[src/rtl/uart_rx_core.sv]
// Parametrised UART receiver: 2-flop synchroniser, mid-bit oversampling FSM, frame/parity flags.
// Define UART_RX_FIFO_EN to buffer accepted bytes in a FIFO_DEPTH-entry valid/ready FIFO.
module uart_rx_core #(
  parameter int unsigned CLK_FREQ   = 50_000_000,
  parameter int unsigned BAUD       = 115200,
  parameter int unsigned DATA_BITS  = 8,
  parameter int unsigned PARITY     = 0,
  parameter int unsigned STOP_BITS  = 1,
  parameter int unsigned FIFO_DEPTH = 4
) (
  input  logic                 clk,
  input  logic                 rst_n,
  input  logic                 uart_rx,
  input  logic                 rx_ready,
  output logic                 rx_valid,
  output logic [DATA_BITS-1:0] rx_data,
  output logic                 frame_err,
  output logic                 parity_err,
  output logic                 overrun
);

  localparam int unsigned Div  = CLK_FREQ / BAUD;
  localparam int unsigned Half = Div / 2;
  localparam int unsigned CntW = (Div > 2) ? $clog2(Div) : 1;
  localparam logic [CntW-1:0] DivM1  = CntW'(Div - 1);
  localparam logic [CntW-1:0] HalfM1 = CntW'(Half - 1);

  typedef enum logic [2:0] {StIdle, StStart, StData, StParity, StStop} state_e;

  logic                 sync1_q, sync2_q, prev_q;
  state_e               state_q, state_d;
  logic [CntW-1:0]      cnt_q, cnt_d;
  logic [3:0]           bit_q, bit_d;
  logic [DATA_BITS-1:0] shift_q, shift_d;
  logic                 par_q, par_d;
  logic                 stop_ok_q, stop_ok_d;
  logic                 stop_idx_q, stop_idx_d;
  logic                 frame_err_q, frame_err_d;
  logic                 parity_err_q, parity_err_d;
  logic                 fall, tick, rxs, last_stop, stop_good, par_calc, par_bad, accept;

  assign rxs  = sync2_q;
  assign fall = prev_q & ~sync2_q;
  assign tick = (cnt_q == '0);

  always_comb begin
    state_d    = state_q;
    cnt_d      = cnt_q;
    bit_d      = bit_q;
    shift_d    = shift_q;
    par_d      = par_q;
    stop_ok_d  = stop_ok_q;
    stop_idx_d = stop_idx_q;
    last_stop  = 1'b0;
    if (state_q != StIdle) begin
      cnt_d = tick ? DivM1 : cnt_q - CntW'(1);
    end
    unique case (state_q)
      StIdle: begin
        if (fall) begin
          cnt_d   = HalfM1;
          state_d = StStart;
        end
      end
      StStart: begin
        if (tick) begin
          // A high mid-bit sample means the edge was a glitch: drop silently.
          state_d    = rxs ? StIdle : StData;
          bit_d      = '0;
          stop_idx_d = 1'b0;
          stop_ok_d  = 1'b1;
        end
      end
      StData: begin
        if (tick) begin
          shift_d = {rxs, shift_q[DATA_BITS-1:1]};
          bit_d   = bit_q + 4'd1;
          if (bit_q == 4'(DATA_BITS - 1)) begin
            state_d = (PARITY != 0) ? StParity : StStop;
          end
        end
      end
      StParity: begin
        if (tick) begin
          par_d   = rxs;
          state_d = StStop;
        end
      end
      StStop: begin
        if (tick) begin
          stop_ok_d = stop_ok_q & rxs;
          if (stop_idx_q == 1'(STOP_BITS - 1)) begin
            last_stop = 1'b1;
            state_d   = StIdle;
          end else begin
            stop_idx_d = 1'b1;
          end
        end
      end
      default: state_d = StIdle;
    endcase
  end

  always_comb begin
    stop_good    = stop_ok_q & rxs;
    par_calc     = (^shift_q) ^ par_q;
    par_bad      = (PARITY == 1) ? par_calc : (PARITY == 2) ? ~par_calc : 1'b0;
    frame_err_d  = last_stop & ~stop_good;
    parity_err_d = last_stop & stop_good & par_bad;
    accept       = last_stop & stop_good & ~par_bad;
  end

  always_ff @(posedge clk or negedge rst_n) begin
    if (!rst_n) begin
      sync1_q      <= 1'b1;
      sync2_q      <= 1'b1;
      prev_q       <= 1'b1;
      state_q      <= StIdle;
      cnt_q        <= '0;
      bit_q        <= '0;
      shift_q      <= '0;
      par_q        <= 1'b0;
      stop_ok_q    <= 1'b0;
      stop_idx_q   <= 1'b0;
      frame_err_q  <= 1'b0;
      parity_err_q <= 1'b0;
    end else begin
      sync1_q      <= uart_rx;
      sync2_q      <= sync1_q;
      prev_q       <= sync2_q;
      state_q      <= state_d;
      cnt_q        <= cnt_d;
      bit_q        <= bit_d;
      shift_q      <= shift_d;
      par_q        <= par_d;
      stop_ok_q    <= stop_ok_d;
      stop_idx_q   <= stop_idx_d;
      frame_err_q  <= frame_err_d;
      parity_err_q <= parity_err_d;
    end
  end

  assign frame_err  = frame_err_q;
  assign parity_err = parity_err_q;

`ifdef UART_RX_FIFO_EN
  localparam int unsigned PtrW = (FIFO_DEPTH > 1) ? $clog2(FIFO_DEPTH) : 1;

  logic [DATA_BITS-1:0] mem_q [FIFO_DEPTH];
  logic [PtrW-1:0]      wptr_q, wptr_d, rptr_q, rptr_d;
  logic [PtrW:0]        count_q, count_d;
  logic                 overrun_q, overrun_d;
  logic                 pop, full, push;

  always_comb begin
    pop       = (count_q != '0) && rx_ready;
    full      = (count_q == (PtrW + 1)'(FIFO_DEPTH));
    // A simultaneous pop frees the slot, so a full FIFO still takes the byte.
    push      = accept && (!full || pop);
    overrun_d = accept && full && !pop;
    wptr_d    = push ? wptr_q + PtrW'(1) : wptr_q;
    rptr_d    = pop ? rptr_q + PtrW'(1) : rptr_q;
    count_d   = count_q;
    if (push && !pop) begin
      count_d = count_q + (PtrW + 1)'(1);
    end else if (pop && !push) begin
      count_d = count_q - (PtrW + 1)'(1);
    end
  end

  always_ff @(posedge clk or negedge rst_n) begin
    if (!rst_n) begin
      for (int i = 0; i < FIFO_DEPTH; i++) begin
        mem_q[i] <= '0;
      end
      wptr_q    <= '0;
      rptr_q    <= '0;
      count_q   <= '0;
      overrun_q <= 1'b0;
    end else begin
      if (push) begin
        mem_q[wptr_q] <= shift_q;
      end
      wptr_q    <= wptr_d;
      rptr_q    <= rptr_d;
      count_q   <= count_d;
      overrun_q <= overrun_d;
    end
  end

  assign rx_valid = (count_q != '0);
  assign rx_data  = mem_q[rptr_q];
  assign overrun  = overrun_q;
`else
  logic                 valid_q;
  logic [DATA_BITS-1:0] data_q, data_d;
  logic                 unused_rx_ready;

  assign unused_rx_ready = rx_ready;

  always_comb begin
    data_d = accept ? shift_q : data_q;
  end

  always_ff @(posedge clk or negedge rst_n) begin
    if (!rst_n) begin
      valid_q <= 1'b0;
      data_q  <= '0;
    end else begin
      valid_q <= accept;
      data_q  <= data_d;
    end
  end

  assign rx_valid = valid_q;
  assign rx_data  = data_q;
  assign overrun  = 1'b0;
`endif

endmodule

[config.mk]
export PLATFORM = sky130hd
export DESIGN_NAME = uart_rx_core
export DESIGN_NICKNAME = d
export VERILOG_FILES = /design/src/rtl/uart_rx_core.sv
export SDC_FILE = /design/constraint.sdc
export NUM_CORES = 1
export LEC_CHECK = 0
export CAP_MARGIN = 20
export CORE_MARGIN = 1.5
export CORE_UTILIZATION = 56
export CTS_CLUSTER_SIZE = 25
export DETAILED_ROUTE_END_ITERATION = 8
export PLACE_DENSITY = 0.78
export SLEW_MARGIN = 0
export SYNTH_ARGS = -nofsm -noshare
export SYNTH_HDL_FRONTEND = slang
export SYNTH_SLANG_ARGS = --single-unit
export TNS_END_PERCENT = 30
[constraint.sdc]
create_clock -name clk -period 2.5 [get_ports clk]
set_input_delay 0.375 -clock clk [delete_from_list [all_inputs] [get_ports clk]]
set_output_delay 0.375 -clock clk [all_outputs]
set_load 0.03 [all_outputs]
==> metrics, run 1 <==
Setup-failing EPs final=0; DRC Markers=0; Hold Crit Class=in -> async; routed vias=1158; Final min period=2110 ps; crit-path max cell delay=460 ps; Mapped Cells=143; Clk pwr share=26.0%; # clock sinks=38; post-cts sizing count=0; maximum clock insertion buffer count=2; status=complete, no violations; count leader, synth=dfrtp_1; Yosys cell types=46; Rows=19; first-pass GRT wire length=5110 um; Power Dens Cells=819 nW/um2; Via density=6.03; number of synthesized flops with an enable pin=0; Synth Cell Area=1700 um2; Final HPWL DP=2090 um; leading area contributor after synthesis=dfrtp_1; Commonest cells post-synth=35 x dfrtp_1, 14 x mux2_2, 11 x nor2_1; maximum vdd drop=0.000585 V; H-tree Lvls=2; wirelength, routed=2960 um; Worst-Skew Late Latency=350 ps; pins over their slew limit=0; Worst Clk Skew=8.30 ps; vias in the first global route=1116; Area Growth Syn to Fin=13.3%; slew margin rel.=47.8%; initial core utilization=60.2%; Detailed Routing Iterations Pass 1=4; Post-synth top flop=dfrtp_1; crit path DAT=2350 ps; slack of the critical path=385 ps; Startpoint Class=flop; share of cells above drive strength 1=21.7%; crit-path leading delay family=simple AND/OR/NAND/NOR gates; #FFs+latches synth=38; sequential share of the synthesized area=56.1%; share of the synthesized area in the top cell type=51.4%; die area=3380 um2; nets=166; initial antenna violation count=0; Synth area leaders=dfrtp_1 51%, mux2_2 9.3%, dfstp_2 4.6%; WL/cell=15.4 um; met2 GRT Util=32.8%; Clock Tree Root=clkbuf_4; max-cap viol count=0; die width=58.1 um; kind of critical path=reg -> reg; Synth async-reset ratio=100%; Power Internal=1.07 mW; setup_tns=0 ps; CP bufs+invs=1; Die Y=58.1 um; WP depth=6; switching power=0.511 mW; Post-Layout Inst Area=1930 um2; Post-CTS Setup Bufs=0; antenna-violating nets left=0; crit path cell chain=inv_1, ha_1, nor4b_2, nand2_2, nor3_4, mux2_2; Slew @ Worst Pin=783 ps; Ys Warns=0; busiest grt layer=met2; CTS tree=done; Sw Ratio=32.3%; count of input and output buffers=12; Post-CTS Hold Buffers=0; RSZ-0062 raised after global routing=false; GRT overflow=0; I/O pin cnt=16; Logic pwr share=22.9%; CORE AREA=2830 um2; gr usage total=20.7%; pin count of the biggest net entering global routing=39; crit-path max FO=9; grt met1 use=26.1%; fmax=473 MHz; number of diodes=0; Initial DRC Count=53; Slowest cell on crit path=nor3_4; power share of the sequential group=51.1%; Final Cycle Share=84.6%; r2r worst-path depth=6; synthesized area per cell=11.9 um2; Final GP Congestion=0.784; Worst Path Required=2740 ps; worst slack at placement=416 ps; Clock transition at path regs=110 ps; Setup crit end kind=flop; Leak=0.884 nW; met3 Track Usage GR=7.37%; TritonCTS buffer count=5; Final Hold Viols=0; Cell Area, Placed=1850 um2; Fin Hold WS=91.9 ps
==> layer usage <==
| metal | share of wire [%] | vias to the layer above |
|---|---|---|
| met3 | 5.0 | 5 |
| met5 | 0 | - |
| li1 | - | 546 |
| met1 | 46 | 584 |
| met4 | 1.3 | 0 |
| met2 | 48 | 23 |
==> kinds of logic after synthesis <==
| logic type | Yosys count | share of synthesized area (%) |
|---|---|---|
| simple gates | 44 | 15.9 |
| flops | 38 | 56.1 |
| compound gates | 28 | 10.9 |
| mux | 16 | 10.6 |
| buf+inv | 10 | 2.79 |
| xor+xnor | 4 | 2.06 |
| fa+ha+maj | 2 | 1.47 |
| other cells | 1 | 0.220 |
==> state kept, by name (all words and copies together), names as in the netlist <==
signal / cells
rx_data: 8
shift_q: 8
rxs: 1
cnt_q: 9
bit_q: 4
state_q: 3
sync1_q: 1
rx_valid: 1
stop_ok_q: 1
frame_err: 1
prev_q: 1
==> power by group through the flow <==
stage / Clock (mW) / Combinational [mW] / Sequential, mW
final: 0.411 / 0.362 / 0.807
after global routing: 0.446 / 0.410 / 0.821
after CTS: 0.425 / 0.362 / 0.806
after detailed placement: 0 / 0.359 / 0.818
after global placement: 0 / 0.345 / 0.812
after floorplan: 0 / 0.312 / 0.776
==> area by class of cell <==
| type | instances | area [um2] |
|---|---|---|
| flip-flops and latches | 38 | 955 |
| fillers | 211 | 900 |
| multi-input cells | 96 | 704 |
| repair buffers | 15 | 138 |
| clock buffers | 6 | 41.3 |
| well taps | 31 | 38.8 |
| clock inverters | 2 | 37.5 |
| inverters | 4 | 15.0 |
==> per-stage QoR <==
stage | power [mW] | util [%] | instances
6_report | 1.58 | 68.2 | 192
4_1_cts | 1.59 | 68.2 | 192
5_1_grt | 1.68 | 68.2 | 192
3_5_place_dp | 1.18 | 65.4 | 184
3_3_place_gp | 1.16 | 65.4 | 184
2_1_floorplan | 1.09 | - | 144
==> worst paths after layout <==
path                                   end     start  slack [ps]
worst min-delay path              cnt_q[8]     rst_n          90
min in group clk                       rxs   sync1_q         360
worst max register to register  rx_data[1]  cnt_q[0]         390
max in group asynchronous         cnt_q[3]     rst_n        1900
worst min register to register         rxs   sync1_q         360
worst max-delay path            rx_data[1]  cnt_q[0]         390
==> placed cells by master (no fill, tap or decap), types with 4 or more instances in the layout <==
cell type | netlist | routed
a21oi_1 | 6 | 6
mux2_2 | 14 | 14
nor2_1 | 11 | 11
nand2_1 | 7 | 7
clkdlybuf4s50_1 | 0 | 11
o21ai_0 | 5 | 5
clkbuf_4 | 0 | 5
dfrtp_1 | 35 | 35
inv_1 | 4 | 4
Note: power is estimated with default switching activity, not from simulation.
==> inputs of run 2 (changes only) <==
- clock period: 2.5 -> 2 ns (I/O delays scaled with it)
==> run 2 against run 1 <==
  * Combinational power increased by 34%
  * Global-route usage about the same
  * Power increased by 22%
  * Register-to-register slack got worse by 320 ps
  * Wire length increased by 2.9%
  * Critical path depth increased by 1
  * Via count increased by 0.17%
  * Hold slack got worse by 78 ps
  * Core utilization increased by 1.6 points
  * Critical path type unchanged
  * Largest power group unchanged
==> metrics, run 2 (synthesis gave the netlist of run 1 again) <==
# clock sinks=38 (unchanged); antenna-violating nets left=0 (unchanged); Power Dens Cells=978 nW/um2 (+19%); Final Hold Viols=0 (unchanged); Detailed Routing Iterations Pass 1=4 (unchanged); Via density=5.95 (-1.4%); count of input and output buffers=12 (unchanged); Clock transition at path regs=120 ps (about the same); status=complete, no violations; filler instances=205 (-2.8%); Worst Clk Skew=12.8 ps (+4.47 ps); Worst Path Required=2240 ps (-500 ps); wirelength, routed=3050 um (+2.9%); maximum clock insertion buffer count=2 (unchanged); Area Growth Syn to Fin=16.0%; WL/cell=15.6 um (+1.4%); Startpoint Class=flop; die area=3380 um2 (unchanged); routed vias=1160 (+0.17%); I/O pin cnt=16 (unchanged); max FFs per register=9 (unchanged); Metal-1 WL=1420 um (+4.3%); Largest Register=cnt_q; Power, Total=1.93 mW (+22%); TritonCTS buffer count=5 (unchanged); Final GP Congestion=0.819 (+4.4%); WL met3=180 um (+22%); Final min period=1940 ps (-177 ps); r2r worst-path depth=7 (+1); nets=169 (+1.8%); kind of critical path=reg -> reg; Clock Tree Root=clkbuf_4; crit-path max FO=9 (unchanged); Final Cycle Share=96.9% (+12 points); commonest non-fill, non-tap cell in the layout=dfrtp_1; Leak=0.902 nW (+2.0%); Slew @ Worst Pin=810 ps (+27.6 ps); Rows=19 (unchanged); CORE AREA=2830 um2 (unchanged); vias in the first global route=1119 (+0.27%); maximum vdd drop=0.000660 V (+13%); DRC Markers=0 (unchanged); gr usage total=20.7% (about the same); Initial DRC Count=41 (-23%); fmax=516 MHz (+9.1%); pin count of the biggest net entering global routing=39 (unchanged); slew margin rel.=46.0% (-1.8 points); CTS tree=done; first-pass GRT wire length=5060 um (-1.1%); number of diodes=0 (unchanged); H-tree Lvls=2 (unchanged); Post-CTS Setup Bufs=0 (unchanged); Hold Crit Class=in -> async; Max Used Layer=met4; pins over their slew limit=0 (unchanged); die width=58.1 um (unchanged); Fin Hold WS=14.2 ps (-77.7 ps); Setup crit end kind=flop; Final HPWL DP=2090 um (about the same); crit path DAT=2180 ps (-170 ps); initial core utilization=60.2% (unchanged); GRT overflow=0 (unchanged); Setup-failing EPs final=0 (unchanged); commonest non-fill, non-tap cells in the layout=35 x dfrtp_1, 14 x mux2_2, 11 x nor2_1, 11 x clkdlybuf4s50_1, 7 x nand2_1; Detail Route met2 WL=1400 um (-1.1%); Die Y=58.1 um (unchanged); initial antenna violation count=0 (unchanged); share of cells above drive strength 1=25.0% (+3.3 points); max-cap viol count=0 (unchanged); Worst-Skew Late Latency=360 ps (about the same)
-- run 2: changes by cell type in the layout (fill, tap and decap cells not counted), sizes merged --
cell / delta
bufinv: -1
clkinv: +1
buf: +3
-- run 2: repair_timing --
item	in CTS	in global routing
setup endpoints to repair	1	11
hold buffers	0	0
gates resized for setup	1	4
-- run 2: metal layers --
| metal | track usage, % | vias up |
|---|---|---|
| met5 | 0 | - |
| met4 | 8.31 | 0 |
| met3 | 6.47 | 5 |
| met2 | 31.0 | 36 |
| met1 | 28.2 | 563 |
| li1 | - | 556 |
-- run 2: through the flow --
step / instances / utilization [%] / setup slack (ps) / instance area [um2] / setup TNS (ps)
detailed placement: 187 / 66.7 / 20.7 / 1890 / 0
finish: 195 / 69.8 / 61.8 / 1980 / 0
global placement: 187 / 66.7 / 36.6 / 1890 / 0
global route: 195 / 69.8 / -37.5 / 1980 / -201
CTS: 195 / 69.1 / 17.8 / 1950 / 0
floorplan: 144 / - / 57.6 / 1710 / 0
-- run 2: where the power goes --
part           internal, mW  total, mW  switching (mW)
clock                 0.169      0.426           0.257
sequential            0.867       1.02           0.154
combinational         0.227      0.485           0.258
total                  1.26       1.93           0.670
-- run 2: final timing paths --
| check | startpoint | endpoint | slack (ps) |
|---|---|---|---|
| setup / recovery | cnt_q[0] | rx_data[1] | 60 |
| hold / removal | rst_n | cnt_q[1] | 10 |
| setup reg to reg | cnt_q[0] | rx_data[1] | 60 |
| hold reg to reg | sync1_q | rxs | 360 |
| max in group asynchronous | rst_n | bit_q[2] | 1460 |
| min in group clk | uart_rx | sync1_q | 340 |
-- run 2: cell type report --
| cell class | instances | area (um2) | share of cell area (%) |
|---|---|---|---|
| Sequential cell | 38 | 955 | 48.3 |
| Multi-Input combinational cell | 96 | 731 | 37.0 |
| Timing Repair Buffer | 18 | 173 | 8.74 |
| Clock buffer | 6 | 51.3 | 2.60 |
| Tap cell | 31 | 38.8 | 1.96 |
| Inverter | 4 | 15.0 | 0.760 |
| Clock inverter | 2 | 12.5 | 0.633 |
-- run 2: critical path, cell delays in order (launching register included) --
cell and delay (ps):
dfrtp_1 390, inv_1 100, ha_2 220, nor4b_4 280, nand2_2 120, nor3_4 240
buf_12 150, mux2_2 330
==> inputs of run 3 (changes only) <==
--- a/config.mk
+++ b/config.mk
@@ -8,3 +8,2 @@
 export CAP_MARGIN = 20
-export CORE_MARGIN = 1.5
 export CORE_UTILIZATION = 56
==> constraint.sdc (replaced) <==
create_clock -name clk -period 1.9 [get_ports clk]
set_input_delay 0.285 -clock clk [delete_from_list [all_inputs] [get_ports clk]]
set_output_delay 0.285 -clock clk [all_outputs]
set_load 0.1 [all_outputs]
==> run 3 against run 2 <==
  * Global-route usage grew 0.94 points
  * Non-clock buffer count rose by 7
  * Hold slack got worse by 11 ps
  * Clock-buffer cell count unchanged
  * Cell count grew 3.6%
  * Flip-flop and latch count unchanged
==> metrics, run 3 (synthesis gave the netlist of run 1 again) <==
status=complete, no violations; count of input and output buffers=12 (unchanged); Post-Layout Cell Count=202 (+3.6%); TritonCTS buffer count=5 (unchanged); I/O pin cnt=16 (unchanged); pin count of the biggest net entering global routing=39 (unchanged); filler instances=199 (-2.9%); Leak=0.959 nW (+6.3%); die width=57.1 um (-1.7%); wirelength, routed=3050 um (about the same); max-cap viol count=0 (unchanged); Power Dens Cells=1050 nW/um2 (+7.1%); Detailed Routing Iterations Pass 1=4 (unchanged); fmax=546 MHz (+5.8%); commonest non-fill, non-tap cell in the layout=dfrtp_1; DRC Markers=0 (unchanged); Worst Clk Skew=4.10 ps (-8.67 ps); pins over their slew limit=0 (unchanged); die area=3270 um2 (-3.4%); worst slack at placement=-64.1 ps (-84.8 ps); kind of critical path=reg -> reg; commonest non-fill, non-tap cells in the layout=35 x dfrtp_1, 22 x buf_4, 14 x mux2_2, 11 x nor2_1, 7 x nand2_1; Rows=19 (unchanged); Via density=5.81 (-2.3%); Clock Tree Root=clkbuf_4; Area Growth Syn to Fin=17.3%; max FFs per register=9 (unchanged); share of cells above drive strength 1=33.9% (+8.9 points); setup_tns=0 ps (unchanged); initial antenna violation count=0 (unchanged); # clock sinks=38 (unchanged); FF+latch area=955 um2 (unchanged); antenna-violating nets left=0 (unchanged); routed vias=1174 (+1.2%); Hold Crit Class=in -> async; H-tree Lvls=2 (unchanged); slack of the critical path=68.3 ps (+6.51 ps); Cell Area, Placed=1910 um2 (+1.1%); Final Hold Viols=0 (unchanged); Worst Path Required=2150 ps (-90 ps); Setup-failing EPs final=0 (unchanged); gr usage total=21.6% (+0.94 points); Slew @ Worst Pin=798 ps (-11.8 ps); Multi-input gate area=734 um2 (+0.51%); Post-CTS Hold Buffers=0 (unchanged); Power, Total=2.09 mW (+8.3%); Post-Layout Inst Area=2000 um2 (+1.1%); Worst-Skew Late Latency=350 ps (about the same); dpl cells=193 (+3.2%); GRT overflow=0 (unchanged); Final Util=70.6% (+0.80 points); CTS tree=done; Final HPWL DP=2180 um (+4.4%); Fin Hold WS=3.67 ps (-10.5 ps); Startpoint Class=flop; initial core utilization=60.2% (unchanged); maximum vdd drop=0.000834 V (+26%); Final GP Congestion=0.789 (-3.6%); Final Cycle Share=96.4% (-0.50 points); CORE AREA=2830 um2 (unchanged); Die Y=57.1 um (-1.7%); maximum clock insertion buffer count=2 (unchanged); Clock transition at path regs=110 ps (about the same); Final min period=1830 ps (-107 ps); vias in the first global route=1136 (+1.5%); first-pass GRT wire length=5260 um (+4.0%); crit path DAT=2080 ps (-100 ps); Initial DRC Count=31 (-24%); crit-path max FO=9 (unchanged); Setup crit end kind=flop; Largest Register=cnt_q; nets=176 (+4.1%); number of diodes=0 (unchanged); slew margin rel.=46.8% (+0.79 points); WL/cell=15.1 um (-3.5%)
## run 3: cell count changes in the layout (fill, tap and decap cells not counted), sizes merged
cell,delta
buf,+17
clkdlybuf4s50,-10
clkinv,+1
clkinvlp,-1
## run 3: report_power, final
group	leakage (nW)	internal, mW	total (mW)	switching, mW
clock	0.0322	0.145	0.418	0.273
sequential	0.495	0.912	1.07	0.162
combinational	0.432	0.291	0.599	0.308
total	0.959	1.35	2.09	0.744
## run 3: worst paths after layout
check                              start  slack [ps]          to  cells after the start
worst max-delay path            cnt_q[0]          70  rx_data[2]                      7
min in group clk                 uart_rx         330     sync1_q                      1
worst max register to register  cnt_q[0]          70  rx_data[2]                      7
worst min register to register   sync1_q         370         rxs                      0
worst min-delay path               rst_n           4   frame_err                      1
max in group asynchronous          rst_n        1390  rx_data[2]                      1
## run 3: final cells by class
cell class	instances	area share, %
Clock buffer	6	2.07
Clock inverter	2	0.689
Inverter	4	0.751
Multi-Input combinational cell	96	36.8
Sequential cell	38	47.8
Tap cell	31	1.94
Timing Repair Buffer	25	10.0
## run 3: worst max-delay path, stage by stage (launching register included)
cell and delay (ps):
dfrtp_1 400, inv_1 80, ha_2 200, nor4b_4 270, nand2_2 120, nor3_4 170, buf_12 160, mux2_2 330
## run 3: repair_timing
action | 4_1_cts | 5_1_grt
setup buffers | 0 | 1
setup endpoints to repair | 1 | 19
resized for setup | 1 | 5
pin swaps | 1 | 1
## run 3: metal layers
layer / track usage, % / wire, um
met5: 0 / 0
met4: 8.36 / 55
met3: 7.26 / 115
met2: 32.8 / 1430
met1: 29.2 / 1450
